## config.mk

```make
export PLATFORM = sky130hd
export DESIGN_NAME = instr_host_packer_flat
export DESIGN_NICKNAME = d
export VERILOG_FILES = /design/src/rtl/instr_host_packer_if.sv /design/src/rtl/instr_host_packer.sv /design/src/flat_wrapper.sv
export SDC_FILE = /design/constraint.sdc
export NUM_CORES = 1
export LEC_CHECK = 0
export ABC_AREA = 1
export BUFFER_PORTS_ARGS = -buffer_cell sky130_fd_sc_hd__buf_2
export CORE_MARGIN = 2
export CORE_UTILIZATION = 30
export DETAILED_ROUTE_END_ITERATION = 8
export PLACE_DENSITY = 0.58
export SLEW_MARGIN = 25
export SYNTH_ARGS = -nofsm -noshare
export SYNTH_HDL_FRONTEND = slang
export SYNTH_SLANG_ARGS = --single-unit
```

## constraint.sdc

```tcl
create_clock -name external_clk -period 13.5 [get_ports external_clk]
set_input_delay 2.025 -clock external_clk [delete_from_list [all_inputs] [get_ports external_clk]]
set_output_delay 2.025 -clock external_clk [all_outputs]
set_load 0.02 [all_outputs]
```

## src/rtl/instr_host_packer_if.sv

```systemverilog
// Host-word and instruction-buffer signal bundle for instr_host_packer.
// slave is the packer's view; master is the host/buffer side that drives it.
interface instr_host_packer_if #(
   parameter int HOST_WIDTH    = 16,
   parameter int INSTR_WIDTH   = 64,
   parameter int ERR_CNT_WIDTH = 8
);
   logic [HOST_WIDTH-1:0]    host_data;
   logic                     host_valid;
   logic                     host_sof;
   logic                     host_ready;
   logic                     buffer_full;
   logic [INSTR_WIDTH-1:0]   interface_input;
   logic                     instr_valid;
   logic [ERR_CNT_WIDTH-1:0] frame_err_count;
   logic                     busy;

   modport slave (
      input  host_data, host_valid, host_sof, buffer_full,
      output host_ready, interface_input, instr_valid, frame_err_count, busy
   );

   modport master (
      output host_data, host_valid, host_sof, buffer_full,
      input  host_ready, interface_input, instr_valid, frame_err_count, busy
   );
endinterface

```

## src/rtl/instr_host_packer.sv

```systemverilog
// Packs BEATS framed host words (beat 0 in the LSBs) into one instruction for the
// instruction buffer, holding it under buffer_full and counting framing errors.
module instr_host_packer #(
   parameter int HOST_WIDTH    = 16,
   parameter int INSTR_WIDTH   = 64,
   parameter int ERR_CNT_WIDTH = 8
) (
   input logic                rst,
   input logic                external_clk,
   instr_host_packer_if.slave bus
);
   localparam int BEATS  = INSTR_WIDTH / HOST_WIDTH;
   localparam int BEAT_W = (BEATS > 1) ? $clog2(BEATS) : 1;
   localparam logic [BEAT_W-1:0] LAST_BEAT = BEAT_W'(BEATS - 1);

   typedef enum logic {
      COLLECT = 1'b0,
      HOLD    = 1'b1
   } state_t;

   state_t                   r_state;
   state_t                   w_next_state;
   logic [BEAT_W-1:0]        r_beat;
   logic [INSTR_WIDTH-1:0]   r_assembly;
   logic [INSTR_WIDTH-1:0]   r_instr;
   logic                     r_instr_valid;
   logic [ERR_CNT_WIDTH-1:0] r_err_count;

   logic                     w_host_ready;
   logic                     w_busy;
   logic                     w_accept;
   logic                     w_store;
   logic                     w_frame_err;
   logic                     w_last;
   logic [BEAT_W-1:0]        w_slot;
   logic [INSTR_WIDTH-1:0]   w_assembled;

   // An SOF word always restarts at slot 0, discarding any partial instruction.
   always_comb begin
      // NOTE: every signal gets a value before any condition, so no latch is inferred.
      w_accept    = bus.host_valid && w_host_ready;
      w_slot      = bus.host_sof ? '0 : r_beat;
      w_store     = w_accept && (bus.host_sof || (r_beat != '0));
      w_frame_err = w_accept && (bus.host_sof == (r_beat != '0));
      w_last      = w_store && (w_slot == LAST_BEAT);
      w_assembled = bus.host_sof ? '0 : r_assembly;
      w_assembled[int'(w_slot) * HOST_WIDTH +: HOST_WIDTH] = bus.host_data;
   end

   always_ff @(posedge external_clk or posedge rst) begin
      if (rst) begin
         r_state <= COLLECT;
      end else begin
         // NOTE: sequential state uses non-blocking assignment so every flop samples pre-edge values.
         r_state <= w_next_state;
      end
   end

   always_comb begin
      w_next_state = r_state;
      case (r_state)
         COLLECT: if (w_last)           w_next_state = HOLD;
         HOLD:    if (!bus.buffer_full) w_next_state = COLLECT;
         default:                       w_next_state = COLLECT;
      endcase
   end

   // host_ready sees rst directly so the host is stalled while reset is held.
   always_comb begin
      w_host_ready = (r_state == COLLECT) && !rst;
      w_busy       = (r_beat != '0) || (r_state == HOLD);
   end

   always_ff @(posedge external_clk or posedge rst) begin
      if (rst) begin
         // NOTE: the assembly and output registers are reset too, so a reset drops any partial or pending instruction.
         r_beat        <= '0;
         r_assembly    <= '0;
         r_instr       <= '0;
         r_instr_valid <= 1'b0;
         r_err_count   <= '0;
      end else begin
         if (w_store) begin
            r_beat     <= w_last ? '0 : w_slot + BEAT_W'(1);
            r_assembly <= w_assembled;
         end
         if (w_last) begin
            r_instr       <= w_assembled;
            r_instr_valid <= 1'b1;
         end else if ((r_state == HOLD) && !bus.buffer_full) begin
            r_instr_valid <= 1'b0;
         end
         if (w_frame_err && (r_err_count != '1)) begin
            r_err_count <= r_err_count + ERR_CNT_WIDTH'(1);
         end
      end
   end

   assign bus.host_ready      = w_host_ready;
   assign bus.busy            = w_busy;
   assign bus.interface_input = r_instr;
   assign bus.instr_valid     = r_instr_valid;
   assign bus.frame_err_count = r_err_count;
endmodule

```

## src/flat_wrapper.sv

```systemverilog
// flat-port wrapper written by rule: the top's interface ports become plain ports
module instr_host_packer_flat 
#(
   parameter int HOST_WIDTH    = 16,
   parameter int INSTR_WIDTH   = 64,
   parameter int ERR_CNT_WIDTH = 8
)
  (rst, external_clk, bus_host_data, bus_host_valid, bus_host_sof, bus_buffer_full, bus_host_ready, bus_interface_input, bus_instr_valid, bus_frame_err_count, bus_busy);
  instr_host_packer_if #(.HOST_WIDTH(HOST_WIDTH), .INSTR_WIDTH(INSTR_WIDTH), .ERR_CNT_WIDTH(ERR_CNT_WIDTH)) bus_i ();
  input logic rst;
  input logic external_clk;
  input wire logic [$bits(bus_i.host_data)-1:0] bus_host_data;
  input wire logic [$bits(bus_i.host_valid)-1:0] bus_host_valid;
  input wire logic [$bits(bus_i.host_sof)-1:0] bus_host_sof;
  input wire logic [$bits(bus_i.buffer_full)-1:0] bus_buffer_full;
  output wire logic [$bits(bus_i.host_ready)-1:0] bus_host_ready;
  output wire logic [$bits(bus_i.interface_input)-1:0] bus_interface_input;
  output wire logic [$bits(bus_i.instr_valid)-1:0] bus_instr_valid;
  output wire logic [$bits(bus_i.frame_err_count)-1:0] bus_frame_err_count;
  output wire logic [$bits(bus_i.busy)-1:0] bus_busy;
  assign bus_i.host_data = bus_host_data;
  assign bus_i.host_valid = bus_host_valid;
  assign bus_i.host_sof = bus_host_sof;
  assign bus_i.buffer_full = bus_buffer_full;
  assign bus_host_ready = bus_i.host_ready;
  assign bus_interface_input = bus_i.interface_input;
  assign bus_instr_valid = bus_i.instr_valid;
  assign bus_frame_err_count = bus_i.frame_err_count;
  assign bus_busy = bus_i.busy;
  instr_host_packer #(.HOST_WIDTH(HOST_WIDTH), .INSTR_WIDTH(INSTR_WIDTH), .ERR_CNT_WIDTH(ERR_CNT_WIDTH)) u_core (.rst(rst), .external_clk(external_clk), .bus(bus_i));
endmodule
```

* After elaboration in Yosys (flattened, before gate mapping)
Index checks and enable logic that the tools add are counted.
** Storage, ports and cells
- Output and inout port bits :: 75
- Logic and storage cells :: 37
- Input port bits :: 21
- Flip-flop bits (word level) :: 140
** Cells by class
- Reductions and logical operators :: 13
- Add/subtract/negate cells :: 3
- Equal/unequal tests :: 3
- Bitwise operators :: 1
- Shifts and indexed selects :: 2
- Muxes and demuxes :: 9
** Operators with widths (count)
- $bwmux W64 :: 1
- $mux W64 :: 1
- $shift A16 B33 Y64 const A :: 1
- $shiftx A16 B33 Y64 :: 1
- $neg A6 Y33 :: 1
- $add A8 B1 Y8 const B :: 1
- $ne A8 B8 Y1 const B :: 1
- $logic_and A1 B1 Y1 :: 7
- $mux W1 :: 4
- $mux W2 :: 2
- $reduce_bool A2 Y1 :: 2
- $add A2 B1 Y2 const B :: 1
- $eq A2 B2 Y1 const B :: 1
- $logic_not A1 Y1 :: 2
- $logic_or A1 B1 Y1 :: 2
- $pmux W1 S2 :: 1
- $eq A1 B1 Y1 :: 1
- $not A1 Y1 :: 1

* Depth between registers and ports, before layout
Gate-level depths: netlist of the first run.
- Word-level depth :: 7
- Depth in mapped cells :: 13

* Least setup slack after synthesis of the first run
Ideal clock, no wire load.
- Path kind :: input port to output port
- From :: in rst
- To :: out bus_host_ready
- Data required time :: 11.475 ns
- Setup slack :: 9.304 ns
- Arrival time :: 2.171 ns
- Cell stages on the path :: 1
- Cells stage by stage :: nor2_4
** Between the ends
- Cells in the longest elaborated chain, start to end :: 2
** Ends and longest elaborated chain
- start, declared :: line flat_wrapper.sv:10 : input logic rst;
- $logic_not A1 Y1 (no line)
- $logic_and A1 B1 Y1 :: line instr_host_packer.sv:70 : w_host_ready = (r_state == COLLECT) && !rst;
- end, declared :: line flat_wrapper.sv:16 : output wire logic [$bits(bus_i.host_ready)-1:0] bus_host_ready;
No other way between the ends.

* Final worst setup path of the first run
Ends and elaborated chain as after synthesis.

==> impl_metrics.env, run 1 <==
export IMPL_path_cells="buf_2 -> nor2_4 -> buf_2"
export IMPL_ys_types=24
export IMPL_setup_viol=0
export IMPL_drive_above_1_share=0.152
export IMPL_setup_slack_ns=9.03
export IMPL_fmax_ghz=0.224
export IMPL_crit_slowest_cell="buf_2"
export IMPL_h_tree_depth=4
export IMPL_post_route_period_util=0.331
export IMPL_dp_cells=1205
export IMPL_met2_usage=0.250
export IMPL_yosysWarnings=0
export IMPL_synthXorXnorAreaFrac=0.00401
export IMPL_multi_input_area_mm2=0.00267
export IMPL_core_area_mm2=0.0216
export IMPL_clk_latency_ns=0.44
export IMPL_antenna_left=0
export IMPL_seqCellArea_mm2=0.00350
export IMPL_cts_buffer_depth=2
export IMPL_grt_pass1_wl_um=29000
export IMPL_layout_nets=970
export IMPL_wl_per_cell_um=14.5
export IMPL_synth_area_mm2=0.00655
export IMPL_start_kind="primary input"
export IMPL_ys_seq_elements=140
export IMPL_arrival_ns=2.44
export IMPL_grt_busiest_layer="met2"
export IMPL_tritoncts="done"
export IMPL_rrSetupSlack_ns=10.96
export IMPL_placed_cell_area_mm2=0.00719
export IMPL_use_met1=0.223
export IMPL_drcViolationCount=0
export IMPL_max_cap_viol_count=0
export IMPL_vias=5614
export IMPL_tns_ns=0
export IMPL_cts_setup_buffers=0
export IMPL_syn_to_final_growth_pct=20.1
export IMPL_grt_usage=0.164
export IMPL_clock_skew_ns=0.0111
export IMPL_antenna_cells=0
export IMPL_viasPerCell=4.54
export IMPL_design_area_mm2=0.00786
export IMPL_power_density_mw_per_mm2=182
export IMPL_cts_root_buf="clkbuf_16"
export IMPL_power_leakage_nw=4.58
export IMPL_drt_total_wl_um=18000
export IMPL_start_util=0.303
export IMPL_fillers=2280
export IMPL_port_buffers=95
export IMPL_period_needed_ns=4.47
export IMPL_grt_remaining_overflow=0
export IMPL_cts_hold_fix_buffers=0
export IMPL_dp_hpwl_um=11500
export IMPL_critical_path_class="primary input to primary output"
export IMPL_pre_cts_ws_ns=8.91
export IMPL_row_count=54
export IMPL_worst_path_largest_cell_delay_ns=0.17
export IMPL_synthMuxAreaShare=0
export IMPL_startpoint="rst"
export IMPL_endpoint_kind="primary output"
export IMPL_crit_top_cell="buf_2"
export IMPL_synth_top_family_by_area="simple AND/OR/NAND/NOR gates"
export IMPL_hp_start="u_core.bus.interface_input[33]$_DFFE_PP0P_"
export IMPL_r2r_start="u_core.r_beat[0]$_DFFE_PP0P_"
export IMPL_die_y_um=152
export IMPL_grt_pass1_vias=5326
export IMPL_tightest_slew_ns=0.877
export IMPL_ir_drop_v=0.0000868
export IMPL_cts_sinks=140
export IMPL_die_area_mm2=0.0230
export IMPL_cts_repair_resized=0
export IMPL_drt_iter0_markers=511
export IMPL_antenna_found_initial=0
export IMPL_worstPathRequired_ns=11.48
export IMPL_ioPinCount=96
export IMPL_yosys_area_share_adder=0.00956
export IMPL_crit_fanout=3
export IMPL_grt_max_degree=76
export IMPL_chipWidth_um=152
export IMPL_gp_congestion=0.828
export IMPL_syn_avg_cell_area_um2=7.54
export IMPL_relSlewSlack=0.415
export IMPL_ys_seq_area_frac=0.535
export IMPL_synth_compound_area_frac=0.0321
export IMPL_synth_simple_area_share=0.362
export IMPL_synthCells=868
export IMPL_instances_no_fill=1237
export IMPL_outcome="complete, no violations"
export IMPL_gr_usage_met3=0.0443
export IMPL_rsz0062_at_grt="false"
export IMPL_clkSlewWorstSetupHoldPaths_ns=0.06
export IMPL_p_total_w=0.00143
export IMPL_final_hold_viol_count=0
export IMPL_dr_pass1_iters=4
export IMPL_report_final_slew_viol_count=0
export IMPL_syn_nets=894
export IMPL_cts_buffers=17
export IMPL_min_path_type="flip-flop to flip-flop"
cells in the mapped netlist, drive strengths merged:
cell type	number	area, µm²
nand3b	1	7.51
xnor2	2	17.5
a21oi	1	5.00
nand3	69	350
ha	5	62.6
buf	30	178
o21ai	41	205
clkbuf	12	45.0
inv	39	146
clkinv	1	5.00
dfrtp	140	3500
nand2	513	1940
nor2	12	70.1
nand4	1	6.26
xor2	1	8.76
cells in the final DEF, fill, tap and decap left out:
cell type | Yosys | layout
ha_1 | 5 | 5
inv_4 | 0 | 1
o21ai_0 | 21 | 21
xor2_1 | 1 | 1
dfrtp_1 | 140 | 140
nand4_1 | 1 | 1
buf_2 | 19 | 95
bufinv_16 | 0 | 6
buf_4 | 3 | 4
nand3b_1 | 1 | 1
nand2_2 | 4 | 4
clkinv_4 | 0 | 5
inv_2 | 4 | 3
o21ai_1 | 20 | 20
nand2_1 | 509 | 509
clkbuf_16 | 0 | 17
a21oi_1 | 1 | 1
nor2_4 | 3 | 3
inv_1 | 35 | 34
nand3_2 | 1 | 1
clkinv_2 | 1 | 2
xnor2_1 | 2 | 2
nor2_1 | 8 | 8
clkbuf_1 | 12 | 1
inv_6 | 0 | 1
nand3_1 | 68 | 68
nor2_2 | 1 | 1
clkinvlp_4 | 0 | 2
critical path, delay by kind of cell:
kind	cells	cell delay, ns
buf+inv	2	0.31
simple gates	1	0.11
layer usage:
layer,up-vias,part of all wire
met1,2616,0.46
met4,0,0.027
met2,131,0.45
met3,26,0.059
li1,2841,-
met5,-,0
final timing paths:
kind / cells after the start / endpoint
min reg2reg: 2 / u_core.bus.interface_input[33]$_DFFE_PP0P_
max in group asynchronous: 3 / u_core.bus.interface_input[55]$_DFFE_PP0P_
min: 2 / u_core.bus.interface_input[33]$_DFFE_PP0P_
max: 3 / bus_host_ready
min in group asynchronous: 2 / u_core.bus.frame_err_count[3]$_DFFE_PP0P_
max reg2reg: 9 / u_core.r_assembly[57]$_DFFE_PP0P_
area by class of cell:
type / count / area share
clock inverters: 14 / 0.0310
repair buffers: 99 / 0.0643
multi-input cells: 646 / 0.340
clock buffers: 18 / 0.0546
inverters: 40 / 0.0202
well taps: 280 / 0.0446
flip-flops and latches: 140 / 0.446
power by group:
group          internal, W  switching (W)  total [W]
registers         0.000495      0.0000504   0.000546
logic            0.0000988       0.000256   0.000355
clock network     0.000347       0.000187   0.000534
through the flow:
stage               hold slack (ns)  utilization
floorplan                     0.449            -
global placement              0.460        0.332
detailed placement            0.461        0.332
CTS                           0.477        0.364
global route                  0.484        0.364
finish                        0.473        0.364
flip-flops by register name, summed over array words and instances, names as in the netlist:
signal	flops
u_core.bus.frame_err_count	8
u_core.bus.instr_valid	1
u_core.bus.interface_input	64
u_core.r_assembly	64
u_core.r_beat	2
u_core.r_state	1
kinds of logic (layout without fill, tap and decap cells):
family / count (synthesis) / count (layout)
AOI/OAI and AO/OA: 42 / 42
xor gates and xnor gates: 3 / 3
adders and majority gates: 5 / 5
buffers and inverters: 82 / 171
DFF: 140 / 140
and+or+nand+nor: 596 / 596
No activity file was read; power rests on OpenSTA's default activity.
==> run 2, diff against run 1 <==
clock period = 4.3 ns   (was 13.5 ns; I/O delays follow)
==> run 2 against run 1 <==
Effect of this change:
- final cell count unchanged
- die area unchanged
- highest routed layer unchanged
- clock power rose to 2.9 times the previous value
- wire length up 0.90%
- final area down 0.67%
- clock skew down 0.0018 ns
- register-to-register slack worse by 9.2 ns
- global-route usage about the same
- flip-flop and latch count unchanged
- via count about the same
- critical path type is now primary input to flip-flop
- utilization down 0.24 points
- clock-buffer cell count unchanged
==> impl_metrics.env, run 2 (synthesis gave the netlist of run 1 again) <==
export IMPL_antenna_cells=0
export IMPL_start_util=0.303
export IMPL_crit_slowest_cell="nand4_1"
export IMPL_power_leakage_nw=4.55
export IMPL_setup_slack_ns=1.48
export IMPL_setup_viol=0
export IMPL_critical_path_class="primary input to flip-flop"
export IMPL_grt_remaining_overflow=0
export IMPL_r2r_end="u_core.r_beat[1]$_DFFE_PP0P_"
export IMPL_port_buffers=95
export IMPL_drt_total_wl_um=18100
export IMPL_post_route_period_util=0.655
export IMPL_cts_setup_buffers=0
export IMPL_clkPwrFrac=0.351
export IMPL_mostFrequentLayoutCells="509 x nand2_1, 140 x dfrtp_1, 95 x buf_2"
export IMPL_cts_hold_fix_buffers=0
export IMPL_p_total_w=0.00435
export IMPL_clkSlewWorstSetupHoldPaths_ns=0.06
export IMPL_crit_fanout=38
export IMPL_p_sw_w=0.00156
export IMPL_ioPinCount=96
export IMPL_fmax_ghz=0.355
export IMPL_seqCellArea_mm2=0.00350
export IMPL_dp_cells=1205
export IMPL_ir_drop_v=0.000196
export IMPL_power_frac_seq=0.393
export IMPL_final_common_cell="nand2_1"
export IMPL_clk_latency_ns=0.43
export IMPL_start_kind="primary input"
export IMPL_row_count=54
export IMPL_cts_buffers=17
export IMPL_dp_hpwl_um=11500
export IMPL_dr_pass1_iters=5
export IMPL_drcViolationCount=0
export IMPL_layout_nets=970
export IMPL_drt_iter0_markers=515
export IMPL_outcome="complete, no violations"
export IMPL_rrSetupSlack_ns=1.78
export IMPL_design_area_mm2=0.00781
export IMPL_path_cells="buf_2 -> inv_2 -> nand2_2 -> ha_1 -> nand4_1 -> o21ai_0 -> nand2_1 -> nand2_1"
export IMPL_arrival_ns=3.19
export IMPL_max_cap_viol_count=0
export IMPL_power_density_mw_per_mm2=557
export IMPL_rsz0062_at_grt="false"
export IMPL_fillers=2249
export IMPL_pre_cts_ws_ns=1.06
export IMPL_cp_buffers_inverters=2
export IMPL_multi_input_area_mm2=0.00267
export IMPL_clock_skew_ns=0.00923
export IMPL_p_comb_frac=0.256
export IMPL_antenna_left=0
export IMPL_report_final_slew_viol_count=0
export IMPL_tightest_slew_ns=0.876
export IMPL_worst_path_largest_cell_delay_ns=0.58
export IMPL_die_area_mm2=0.0230
export IMPL_grt_max_degree=141
export IMPL_die_y_um=152
export IMPL_worstPathRequired_ns=4.67
export IMPL_grt_usage=0.164
export IMPL_h_tree_depth=4
export IMPL_period_needed_ns=2.82
export IMPL_syn_to_final_growth_pct=19.3
export IMPL_tritoncts="done"
export IMPL_instances_no_fill=1237
export IMPL_placed_cell_area_mm2=0.00720
export IMPL_crit_top_cell="nand2_1"
export IMPL_core_area_mm2=0.0216
export IMPL_vias=5616
export IMPL_cts_buffer_depth=2
export IMPL_sw_frac_of_total=0.358
export IMPL_intPower_w=0.00279
export IMPL_final_hold_viol_count=0
export IMPL_cts_sinks=140
export IMPL_drive_above_1_share=0.153
export IMPL_viasPerCell=4.54
export IMPL_relSlewSlack=0.415
export IMPL_grt_pass1_wl_um=28700
export IMPL_grt_pass1_vias=5348
export IMPL_critPathTopFamily="simple AND/OR/NAND/NOR gates"
export IMPL_gp_congestion=0.862
export IMPL_wl_per_cell_um=14.7
export IMPL_min_path_type="primary input to asynchronous set/reset pin"
export IMPL_tns_ns=0
export IMPL_endpoint_kind="flip-flop"
export IMPL_chipWidth_um=152
export IMPL_cts_repair_resized=0
export IMPL_rr_worst_depth=9
export IMPL_r2r_start="u_core.r_beat[0]$_DFFE_PP0P_"
export IMPL_antenna_found_initial=0
export IMPL_cts_root_buf="clkbuf_16"
-- run 2: how the worst max path moves through the flow --
stage | to | slack [ns] | startpoint | cells after the start
final | u_core.bus.interface_input[59]$_DFFE_PP0P_ | 1.48 | bus_host_sof | 8
after global routing | u_core.bus.interface_input[58]$_DFFE_PP0P_ | 1.20 | bus_host_sof | 8
after CTS | u_core.bus.interface_input[59]$_DFFE_PP0P_ | 1.51 | bus_host_sof | 8
after detailed placement | u_core.bus.interface_input[59]$_DFFE_PP0P_ | 1.06 | bus_host_sof | 8
after global placement | u_core.bus.interface_input[59]$_DFFE_PP0P_ | 1.10 | bus_host_sof | 8
after floorplan | u_core.bus.frame_err_count[0]$_DFFE_PP0P_ | 1.91 | rst | 1
-- run 2: final cells by class --
type | instances | share of cell area
Sequential cell | 140 | 0.449
Multi-Input combinational cell | 646 | 0.342
Timing Repair Buffer | 99 | 0.0663
Clock buffer | 18 | 0.0562
Tap cell | 280 | 0.0449
Clock inverter | 14 | 0.0218
Inverter | 40 | 0.0202
-- run 2: tightest hold or removal path, stage by stage --
cell and delay [ns]:
buf_2 0.13, clkinvlp_4 0.08, buf_12 0.49
-- run 2: per-layer routing --
metal	global-route usage	vias up	share of wire
met5	0	-	0
met4	0.0671	0	0.028
met3	0.0404	32	0.053
met2	0.251	140	0.44
met1	0.223	2607	0.47
li1	-	2837	-
-- run 2: through the flow --
| step | hold WS, ns | utilization |
|---|---|---|
| 2_1_floorplan | 0.449 | - |
| 4_1_cts | 0.425 | 0.361 |
| 6_report | 0.408 | 0.361 |
| 3_5_place_dp | 0.461 | 0.333 |
| 5_1_grt | 0.468 | 0.361 |
| 3_3_place_gp | 0.459 | 0.333 |
-- run 2: power groups by stage --
stage               combinational, W  sequential [W]  clock [W]
floorplan                   0.000634         0.00186          0
global placement             0.00112         0.00173          0
detailed placement           0.00112         0.00173          0
CTS                          0.00113         0.00171    0.00155
global route                 0.00125         0.00174    0.00160
finish                       0.00112         0.00171    0.00153
